File: src/rtl/baccarat_dealer_pkg.sv
// Shared types, card-code constants and scoring helpers for the baccarat dealer.
package baccarat_pkg;

  typedef enum logic [3:0] {
    ST_IDLE,
    ST_DEAL_P1,
    ST_DEAL_B1,
    ST_DEAL_P2,
    ST_DEAL_B2,
    ST_EVAL,
    ST_DEAL_P3,
    ST_EVAL_B,
    ST_DEAL_B3,
    ST_DONE
  } state_e;

  localparam logic [3:0] CARD_NONE = 4'd0;
  localparam logic [3:0] CARD_MIN  = 4'd1;
  localparam logic [3:0] CARD_MAX  = 4'd13;
  localparam logic [3:0] CARD_NINE = 4'd9;

  function automatic logic card_legal(input logic [3:0] code);
    return (code >= CARD_MIN) && (code <= CARD_MAX);
  endfunction

  // Ten and the court cards count as zero; an empty slot also counts as zero.
  function automatic logic [3:0] card_value(input logic [3:0] code);
    if ((code >= CARD_MIN) && (code <= CARD_NINE)) begin
      return code;
    end
    return 4'd0;
  endfunction

  // Banker third-card tableau once the player has drawn a card of value v.
  function automatic logic banker_draws(input logic [3:0] bscore,
                                        input logic [3:0] v);
    logic draw;
    draw = 1'b0;
    case (bscore)
      4'd0, 4'd1, 4'd2: draw = 1'b1;
      4'd3:             draw = (v != 4'd8);
      4'd4:             draw = (v >= 4'd2) && (v <= 4'd7);
      4'd5:             draw = (v >= 4'd4) && (v <= 4'd7);
      4'd6:             draw = (v >= 4'd6) && (v <= 4'd7);
      default:          draw = 1'b0;
    endcase
    return draw;
  endfunction

endpackage

File: src/rtl/baccarat_dealer_if.sv
// Card-shoe handshake and hand-result bundle between a table controller and the dealer.
interface baccarat_dealer_if;
  logic       start;
  logic [3:0] card_in;
  logic       card_valid;
  logic       card_ready;
  logic [3:0] pcard1;
  logic [3:0] pcard2;
  logic [3:0] pcard3;
  logic [3:0] bcard1;
  logic [3:0] bcard2;
  logic [3:0] bcard3;
  logic [3:0] pscore;
  logic [3:0] bscore;
  logic       done;
  logic       player_win;
  logic       banker_win;

  modport master (
    output start, card_in, card_valid,
    input  card_ready, pcard1, pcard2, pcard3, bcard1, bcard2, bcard3,
    input  pscore, bscore, done, player_win, banker_win
  );

  modport slave (
    input  start, card_in, card_valid,
    output card_ready, pcard1, pcard2, pcard3, bcard1, bcard2, bcard3,
    output pscore, bscore, done, player_win, banker_win
  );
endinterface

File: src/rtl/baccarat_dealer_scorehand.sv
// Combinational hand total: sum of three card values modulo 10.
module scorehand
  import baccarat_pkg::*;
(
  input  logic [3:0] card1_i,
  input  logic [3:0] card2_i,
  input  logic [3:0] card3_i,
  output logic [3:0] total_o
);

  logic [4:0] sum;
  logic [4:0] reduced;

  always_comb begin
    sum = {1'b0, card_value(card1_i)} + {1'b0, card_value(card2_i)}
        + {1'b0, card_value(card3_i)};
    // Sum never exceeds 27, so at most two tens need removing.
    if (sum >= 5'd20) begin
      reduced = sum - 5'd20;
    end else if (sum >= 5'd10) begin
      reduced = sum - 5'd10;
    end else begin
      reduced = sum;
    end
    total_o = reduced[3:0];
  end

endmodule

File: src/rtl/baccarat_dealer.sv
// Baccarat dealer: deals P1,B1,P2,B2, applies third-card rules and reports the winner.
module baccarat_dealer
  import baccarat_pkg::*;
(
  input  logic               clk,
  input  logic               reset,
  baccarat_dealer_if.slave   bus
);

  state_e     state_q, state_d;
  logic [3:0] pcard_q [3];
  logic [3:0] pcard_d [3];
  logic [3:0] bcard_q [3];
  logic [3:0] bcard_d [3];

  logic       card_ready;
  logic       accept;
  logic [3:0] pscore;
  logic [3:0] bscore;
  logic       natural;

  scorehand u_player_score (
    .card1_i (pcard_q[0]),
    .card2_i (pcard_q[1]),
    .card3_i (pcard_q[2]),
    .total_o (pscore)
  );

  scorehand u_banker_score (
    .card1_i (bcard_q[0]),
    .card2_i (bcard_q[1]),
    .card3_i (bcard_q[2]),
    .total_o (bscore)
  );

  always_comb begin
    card_ready = (state_q == ST_DEAL_P1) || (state_q == ST_DEAL_B1) ||
                 (state_q == ST_DEAL_P2) || (state_q == ST_DEAL_B2) ||
                 (state_q == ST_DEAL_P3) || (state_q == ST_DEAL_B3);
    accept     = bus.card_valid && card_ready && card_legal(bus.card_in);
    natural    = (pscore >= 4'd8) || (bscore >= 4'd8);
  end

  always_comb begin
    state_d = state_q;
    pcard_d = pcard_q;
    bcard_d = bcard_q;
    case (state_q)
      // card_ready is low here, so a coincident card is never taken.
      ST_IDLE, ST_DONE: begin
        if (bus.start) begin
          pcard_d = '{default: CARD_NONE};
          bcard_d = '{default: CARD_NONE};
          state_d = ST_DEAL_P1;
        end
      end
      ST_DEAL_P1: begin
        if (accept) begin
          pcard_d[0] = bus.card_in;
          state_d    = ST_DEAL_B1;
        end
      end
      ST_DEAL_B1: begin
        if (accept) begin
          bcard_d[0] = bus.card_in;
          state_d    = ST_DEAL_P2;
        end
      end
      ST_DEAL_P2: begin
        if (accept) begin
          pcard_d[1] = bus.card_in;
          state_d    = ST_DEAL_B2;
        end
      end
      ST_DEAL_B2: begin
        if (accept) begin
          bcard_d[1] = bus.card_in;
          state_d    = ST_EVAL;
        end
      end
      ST_EVAL: begin
        if (natural) begin
          state_d = ST_DONE;
        end else if (pscore <= 4'd5) begin
          state_d = ST_DEAL_P3;
        end else if (bscore <= 4'd5) begin
          state_d = ST_DEAL_B3;
        end else begin
          state_d = ST_DONE;
        end
      end
      ST_DEAL_P3: begin
        if (accept) begin
          pcard_d[2] = bus.card_in;
          state_d    = ST_EVAL_B;
        end
      end
      ST_EVAL_B: begin
        if (banker_draws(bscore, card_value(pcard_q[2]))) begin
          state_d = ST_DEAL_B3;
        end else begin
          state_d = ST_DONE;
        end
      end
      ST_DEAL_B3: begin
        if (accept) begin
          bcard_d[2] = bus.card_in;
          state_d    = ST_DONE;
        end
      end
      default: state_d = ST_IDLE;
    endcase
  end

  always_ff @(posedge clk) begin
    if (reset) begin
      state_q <= ST_IDLE;
      for (int unsigned i = 0; i < 3; i++) begin
        pcard_q[i] <= CARD_NONE;
        bcard_q[i] <= CARD_NONE;
      end
    end else begin
      state_q <= state_d;
      pcard_q <= pcard_d;
      bcard_q <= bcard_d;
    end
  end

  assign bus.card_ready = card_ready;
  assign bus.pcard1     = pcard_q[0];
  assign bus.pcard2     = pcard_q[1];
  assign bus.pcard3     = pcard_q[2];
  assign bus.bcard1     = bcard_q[0];
  assign bus.bcard2     = bcard_q[1];
  assign bus.bcard3     = bcard_q[2];
  assign bus.pscore     = pscore;
  assign bus.bscore     = bscore;
  assign bus.done       = (state_q == ST_DONE);
  assign bus.player_win = (state_q == ST_DONE) && (pscore >= bscore);
  assign bus.banker_win = (state_q == ST_DONE) && (bscore >= pscore);

endmodule

File: src/flat_wrapper.sv
// flat-port wrapper written by rule: the top's interface ports become plain ports
module baccarat_dealer_flat import baccarat_pkg::*;
  (clk, reset, bus_start, bus_card_in, bus_card_valid, bus_card_ready, bus_pcard1, bus_pcard2, bus_pcard3, bus_bcard1, bus_bcard2, bus_bcard3, bus_pscore, bus_bscore, bus_done, bus_player_win, bus_banker_win);
  baccarat_dealer_if bus_i ();
  input  logic clk;
  input  logic reset;
  input wire logic [$bits(bus_i.start)-1:0] bus_start;
  input wire logic [$bits(bus_i.card_in)-1:0] bus_card_in;
  input wire logic [$bits(bus_i.card_valid)-1:0] bus_card_valid;
  output wire logic [$bits(bus_i.card_ready)-1:0] bus_card_ready;
  output wire logic [$bits(bus_i.pcard1)-1:0] bus_pcard1;
  output wire logic [$bits(bus_i.pcard2)-1:0] bus_pcard2;
  output wire logic [$bits(bus_i.pcard3)-1:0] bus_pcard3;
  output wire logic [$bits(bus_i.bcard1)-1:0] bus_bcard1;
  output wire logic [$bits(bus_i.bcard2)-1:0] bus_bcard2;
  output wire logic [$bits(bus_i.bcard3)-1:0] bus_bcard3;
  output wire logic [$bits(bus_i.pscore)-1:0] bus_pscore;
  output wire logic [$bits(bus_i.bscore)-1:0] bus_bscore;
  output wire logic [$bits(bus_i.done)-1:0] bus_done;
  output wire logic [$bits(bus_i.player_win)-1:0] bus_player_win;
  output wire logic [$bits(bus_i.banker_win)-1:0] bus_banker_win;
  assign bus_i.start = bus_start;
  assign bus_i.card_in = bus_card_in;
  assign bus_i.card_valid = bus_card_valid;
  assign bus_card_ready = bus_i.card_ready;
  assign bus_pcard1 = bus_i.pcard1;
  assign bus_pcard2 = bus_i.pcard2;
  assign bus_pcard3 = bus_i.pcard3;
  assign bus_bcard1 = bus_i.bcard1;
  assign bus_bcard2 = bus_i.bcard2;
  assign bus_bcard3 = bus_i.bcard3;
  assign bus_pscore = bus_i.pscore;
  assign bus_bscore = bus_i.bscore;
  assign bus_done = bus_i.done;
  assign bus_player_win = bus_i.player_win;
  assign bus_banker_win = bus_i.banker_win;
  baccarat_dealer u_core (.clk(clk), .reset(reset), .bus(bus_i));
endmodule
File: config.mk
export PLATFORM = sky130hd
export DESIGN_NAME = baccarat_dealer_flat
export DESIGN_NICKNAME = d
export VERILOG_FILES = /design/src/rtl/baccarat_dealer_pkg.sv /design/src/rtl/baccarat_dealer_if.sv /design/src/rtl/baccarat_dealer_scorehand.sv /design/src/rtl/baccarat_dealer.sv /design/src/flat_wrapper.sv
export SDC_FILE = /design/constraint.sdc
export NUM_CORES = 1
export LEC_CHECK = 0
export ABC_AREA = 1
export BUFFER_PORTS_ARGS = -buffer_cell sky130_fd_sc_hd__buf_2
export CAP_MARGIN = 10
export CORE_ASPECT_RATIO = 1.4
export CORE_UTILIZATION = 50
export CTS_CLUSTER_DIAMETER = 100
export DETAILED_ROUTE_END_ITERATION = 6
export PLACE_DENSITY = 0.72
export SKIP_CTS_REPAIR_TIMING = 1
export SLEW_MARGIN = 20
export SYNTH_ARGS = -nofsm -noshare
export SYNTH_HDL_FRONTEND = slang
export SYNTH_SLANG_ARGS = --single-unit
File: constraint.sdc
create_clock -name clk -period 4.5 [get_ports clk]
set_clock_uncertainty 0.1 [all_clocks]
set_input_delay 0.45 -clock clk [delete_from_list [all_inputs] [get_ports clk]]
set_output_delay 0.45 -clock clk [all_outputs]
set_load 0.02 [all_outputs]
== Word level (Yosys, flattened, before mapping) ==
Cells that the tools add are included.
Word-level totals
  word-level logic and storage cells: 150
  register bits: 28
  input bits: 8
  output and inout bits: 36
Cells by class
  order comparisons: 28
  add/subtract/negate cells: 8
  multiplexer cells: 47
  reduce and logical (&&, ||, !) cells: 37
  equality and inequality tests: 23
Operators with widths (number)
  $mux 4: 28
  $pmux 4 s2: 6
  $pmux 4 s9: 1
  $eq 4x3->1 const B: 7
  $ge 4x1->1 const B: 7
  $le 4x4->1 const B: 7
  $reduce_and 3->1: 6
  $eq 4x2->1 const B: 4
  $logic_and 1x1->1: 14
  $le 4x3->1 const B: 3
  $mux 12: 1
  $ne 2x1->1 const B: 6
  $reduce_bool 2->1: 6
  $add 4x4->5: 2
  $add 5x4->5: 2
  $ge 5x4->1 const B: 2
  $ge 5x5->1 const B: 2
  $mux 1: 10
  $eq 4x1->1 const B: 2
  $eq 4x4->1 const B: 2
  $ge 4x3->1 const B: 2
  $ge 4x4->1: 2
  $ge 4x4->1 const B: 2
  $logic_not 4->1: 2
  10 further kinds: 17

== Longest topological paths before layout ==
  word-level depth: 15
  gate-level depth with buffers: 28
  depth with buffers taken out: 28

== Cells and area by module ==
Synthesis repeated with hierarchy kept, for this count alone.
Second synthesis, totals
  cells, all modules: 431
  area total of the unflattened synthesis: 2776.4 µm²
Modules (own cells, without submodules)
  baccarat_dealer: area an instance 1709.1 µm², times used 1, cells each 261
  scorehand (u_core.u_player_score): area an instance 538.0 µm², times used 1, cells each 85
  scorehand (u_core.u_banker_score): area an instance 529.3 µm², times used 1, cells each 85

== Least setup slack after synthesis ==
Ideal clock, no wire load.
  kind: reg-to-output
  start point: register u_core.bcard_q (netlist bit u_core.bus.bcard2[3])
  end point: output port bus_banker_win
  data arrival time: 4114 ps
  stages on the path, launching flop included: 23
  slack: -164 ps
  path through: dfxtp_1 inv_1 nor3_1 nor2_1 nor2_1 fa_1 ha_1 inv_1 fa_1 ha_1 nand2_1 nand2_1 nand2_1 nand3_1 o21ai_0 nand2_1 nand2_1 inv_1 ha_1 nand2_1 a31oi_1 nand3_1 a21oi_1
On the way
  longest elaborated chain between the ends: 11
  elaborated cells between the ends (all ways): 16
Ends and longest elaborated chain
  from (decl): RTL line baccarat_dealer.sv:13  | logic [3:0] bcard_q [3];
  from (signal assigned): RTL line baccarat_dealer.sv:125  | bcard_q <= bcard_d;
  $ge 4x1->1 or $le 4x4->1 (tied branches): RTL line baccarat_dealer_pkg.sv:28  | if ((code >= CARD_MIN) && (code <= CARD_NINE)) begin
  $logic_and 1x1->1: RTL line baccarat_dealer_pkg.sv:28
  $mux 1: RTL line baccarat_dealer_pkg.sv:28
  $mux 4 (*): RTL line baccarat_dealer_pkg.sv:31  | return 4'd0;
  $add 4x4->5 (*): RTL line baccarat_dealer_scorehand.sv:15  | sum = {1'b0, card_value(card1_i)} + {1'b0, card_value(card2_i)}
  $add 5x4->5 (*): RTL line baccarat_dealer_scorehand.sv:16  | + {1'b0, card_value(card3_i)};
  $sub 4x4->4 or $ge 5x4->1 (tied branches): RTL line baccarat_dealer_scorehand.sv:21, baccarat_dealer_scorehand.sv:20
  $mux 4: RTL line baccarat_dealer_scorehand.sv:20  | end else if (sum >= 5'd10) begin
  $mux 4 (*): RTL line baccarat_dealer_scorehand.sv:18  | if (sum >= 5'd20) begin
  via bus_bscore[2]: RTL line flat_wrapper.sv:18  | output wire logic [$bits(bus_i.bscore)-1:0] bus_bscore;
  $ge 4x4->1 (*): RTL line baccarat_dealer.sv:140  | assign bus.banker_win = (state_q == ST_DONE) && (bscore >= pscore);
  $logic_and 1x1->1 (*): RTL line baccarat_dealer.sv:140
  to (decl): RTL line flat_wrapper.sv:21  | output wire logic [$bits(bus_i.banker_win)-1:0] bus_banker_win;
The timed path passes the listed nets; every way through them passes the cells marked *. The select of a mux whose other input is x is not followed.

== Final worst setup path ==
  start point: register u_core.bcard_q (netlist bit u_core.bus.bcard2[2])
  end point: output port bus_player_win
On the way
  longest elaborated chain between the ends: 11
  elaborated cells between the ends (all ways): 16
Ends and longest elaborated chain
  $ge 4x1->1 or $le 4x4->1 (tied branches): RTL line baccarat_dealer_pkg.sv:28
  $logic_and 1x1->1: RTL line baccarat_dealer_pkg.sv:28
  $mux 1: RTL line baccarat_dealer_pkg.sv:28
  $mux 4 (*): RTL line baccarat_dealer_pkg.sv:31
  $add 4x4->5 (*): RTL line baccarat_dealer_scorehand.sv:15
  $add 5x4->5 (*): RTL line baccarat_dealer_scorehand.sv:16
  $sub 4x4->4 or $ge 5x4->1 (tied branches): RTL line baccarat_dealer_scorehand.sv:21, baccarat_dealer_scorehand.sv:20
  $mux 4: RTL line baccarat_dealer_scorehand.sv:20
  $mux 4 (*): RTL line baccarat_dealer_scorehand.sv:18
  $ge 4x4->1 (*): RTL line baccarat_dealer.sv:139  | assign bus.player_win = (state_q == ST_DONE) && (pscore >= bscore);
  $logic_and 1x1->1 (*): RTL line baccarat_dealer.sv:139
  to (decl): RTL line flat_wrapper.sv:20  | output wire logic [$bits(bus_i.player_win)-1:0] bus_player_win;
Mark *: on every way between the ends. The rest lies on a longest branch, timed or not. The select of a mux whose other input is x is not followed.

==> metrics.md <==
| Metric | Value |
|---|---|
| Mux share of post-synthesis cell area | `0%` |
| GPL Wtd Cong | `about 0.84` |
| Outcome | `finished with violations` |
| Vias per cell | `about 5.1` |
| Rel. slew slack | `roughly two thirds` |
| Worst-Margin Slew | `0.523 ns` |
| Post-Synth Adder-Cell Area | `around 15%` |
| DRC viols | `0` |
| DR pass1 iterations | `4` |
| Initial antenna violation count | `0` |
| Share of cells above drive strength 1 | `31.5%` |
| Global-route usage over all layers | `23.1%` |
| Syn. warnings | `0` |
| Setup TNS | `-0.519 ns` |
| Worst skew pair latency | `0.27 ns` |
| Final wirelength | `between 6000 and 7000 um` |
| Met1 usage | `between 20% and 30%` |
| Critical Path End Type | `output port` |
| Mapped Nets | `430` |
| Pwr dens | `~890 nW/um^2` |
| Post-synthesis simple-gate area fraction | `~35%` |
| Clock Root Buffer | `clkbuf_8` |
| Slew Limit Fails | `0` |
| Hold crit path type | `in -> reg` |
| TritonCTS clock tree | `built` |
| Max-cap violations | `0` |
| Hold Crit Depth | `3` |
| Die width | `about 63 um` |
| Wire per inst | `around 13 um` |
| FF-to-FF path depth | `24` |
| Core ar. | `just under 5000 sq um` |
| RSZ-0062 raised after global routing | `yes` |
| Critical path, cell by cell | `nor2_4 -> a21oi_2 -> nor2_2 -> nor2_2 -> fa_1 -> ha_2 -> inv_2 -> fa_2 -> inv_1 -> ha_1 -> nand3_1 -> nand3_2 -> nand3_2 -> inv_1 -> nand2_1 -> nand2_2 -> ha_4 -> nand2_4 -> a31oi_4 -> nand3_2 -> nand3_2 -> nand2_1 -> inv_1 -> buf_6` |
| EDFF count, synth | `0` |
| Fin cells | `just over 500` |
| Max H-tree Level | `1` |
| R2R setup slack | `~0.57 ns` |
| Initial DRC count | `115` |
| Synth top cells by count | `98 x nand2_1, 59 x inv_1, 41 x a21oi_1, 39 x nor2_1, 32 x nand3_1` |
| # IOs | `44` |
| Tot Pwr | `between 0.002 and 0.003 W` |
| Synth area leaders | `dfxtp_1 22%, nand2_1 14%, inv_1 8.6%, a21oi_1 8.0%, fa_1 7.8%` |
| First-pass GRT wire length | `10000 um` |
| Syn Inst Count | `just under 400` |
| Post-synth top area cell | `dfxtp_1` |
| CP Class | `reg -> out` |
| Post-synthesis sequential area ratio | `between 20% and 30%` |
| Most common cell in the netlist | `nand2_1` |
| Final hold violations | `0` |
| DR vias | `roughly 2700` |
| Min Clock Period, post-route | `~4.8 ns` |
| Input/output buffers | `between 40 and 50` |
| Largest net degree at the start of global routing | `29` |
| Finish-stage setup viols | `2` |
| Cell leakage power | `about 1.6 nW` |
| Peak Freq | `209 MHz` |
| Fin crit share | `106%` |
| Gr ovfl total | `0` |
| Worst Path Required | `~4 ns` |
| Final Util | `roughly two thirds` |
| M3 GR Usage | `1.57%` |
| Routed Antenna Nets | `0` |
| Synth async-reset ratio | `0%` |
| Nets | `between 400 and 500` |
| Clock sinks | `28` |
| Crit path max fanout | `6` |
| Hpwl dp | `~5100 um` |
| Setup ws final | `-0.288 ns` |
| Cell total after placement | `slightly above 500` |
| Hold slack | `approximately 0.40 ns` |
| Violated checks | `setup timing` |
| Total die area | `about 5500 sq um` |
| CTS Buf Count | `3` |
| Met2 Use GR | `a little over two fifths` |
| Chip height | `87.0 um` |
| Combinational family with the most area after synthesis | `simple AND/OR/NAND/NOR gates` |
| Number of global-route vias before repair | `2343` |
| Slowest stage cell, crit path | `fa_2` |
| Max stage delay on crit path | `around 0.66 ns` |
| CP Data Arrival Time | `4.24 ns` |
| Most Frequent Cell on Critical Path | `nand3_2` |
| FF+latch count, synth | `28` |
| CTS Buffer Depth | `2` |
| Mean Syn Cell Area | `6.49 sq um` |
| CP startpoint kind | `flop` |
| Row count | `30` |
| Synth Flop Type | `dfxtp_1` |
| Area delta synth->final | `26.1%` |
| Antenna Cells | `0` |
| Synth Area in XOR/XNOR | `less than 1%` |
| GRT Max-Usage Layer | `met2` |
| Starting Density | `a little over half` |
| Post-synthesis compound-gate area fraction | `15.9%` |
| Netlist cell types | `31` |
| VDD IR-drop max | `between 0.3 and 0.4 mV` |
| Mapped Area | `around 2600 sq um` |
| Worst-path clk slew | `roughly 0.09 ns` |
| Top-area cell type share of the netlist area | `roughly 22%` |
-- worst max-delay path: cells and delay by family, from the launching register on --
kind	cells	cell delay, ns
AOI/OAI and AO/OA	2	0.22
adders and majority gates	5	1.89
buffers and inverters	5	0.35
DFF	1	0.37
and+or+nand+nor	12	1.12
-- layout make-up --
class / count / area (sq um)
Clock buffer: 4 / 55.1
Fill cell: 446 / 1670
Inverter: 71 / 269
Multi-Input combinational cell: 292 / 1920
Sequential cell: 28 / 576
Tap cell: 64 / 80.1
Timing Repair Buffer: 59 / 348
-- placed cells by master (no fill, tap or decap), types with 2 or more instances in the layout --
master and count:
clkbuf_8 4, nand4_4 2, dfxtp_2 3, dfxtp_4 3
buf_6 2, nor2_1 31, buf_2 41, nand2_1 92
a21oi_2 5, o21a_1 3, inv_1 57, ha_2 2
nor2_2 11, inv_2 13, nand2_2 10, ha_4 4
nand3b_1 2, fa_1 9, nand3_2 9, a211oi_1 12
nand3_1 26, o21ai_0 7, a21oi_4 2, a21oi_1 37
ha_1 9, nor2_4 6, dfxtp_1 22, nor3_1 3
buf_4 16
-- state kept, by name, indices dropped and copies added (netlist names) --
| signal | cells |
|---|---|
| u_core.bus.bcard1 | 4 |
| u_core.bus.bcard2 | 4 |
| u_core.bus.bcard3 | 4 |
| u_core.bus.pcard1 | 4 |
| u_core.bus.pcard2 | 4 |
| u_core.bus.pcard3 | 4 |
| u_core.state_q | 4 |
-- cell families (layout without fill, tap and decap cells) --
group | after synthesis | in the layout
AOI/OAI and AO/OA | 69 | 69
xor gates and xnor gates | 1 | 1
adders and majority gates | 25 | 25
buffers and inverters | 77 | 134
DFF | 28 | 28
and+or+nand+nor | 197 | 197
-- through the flow --
step | worst slack [ns] | instance area, sq um
6_report | -0.288 | 3250
5_1_grt | -0.503 | 3250
4_1_cts | -0.436 | 3020
3_5_place_dp | -0.125 | 2960
3_3_place_gp | 0.00429 | 2960
2_1_floorplan | 0.0109 | 2610
-- final timing paths --
path	to	startpoint
hold reg to reg	u_core.bus.bcard2[0]	u_core.bus.bcard2[0]
setup reg to reg	u_core.state_q[0]	u_core.bus.bcard2[2]
hold / removal	u_core.bus.bcard2[2]	bus_card_in[2]
setup / recovery	bus_player_win	u_core.bus.bcard2[2]
-- layer usage --
| metal | share of wire, % | wire length [um] |
|---|---|---|
| met3 | 2.4 | 156 |
| met2 | 53 | 3440 |
| met5 | 0 | 0 |
| met4 | 1.5 | 100 |
| met1 | 43 | 2780 |
-- power by group --
group / switching, W / total [W] / internal (W)
combinational: 0.00147 / 0.00237 / 0.000894
sequential: 0.0000579 / 0.000379 / 0.000321
clock: 0.0000765 / 0.000155 / 0.0000784
No activity file was read; power rests on OpenSTA's default activity.
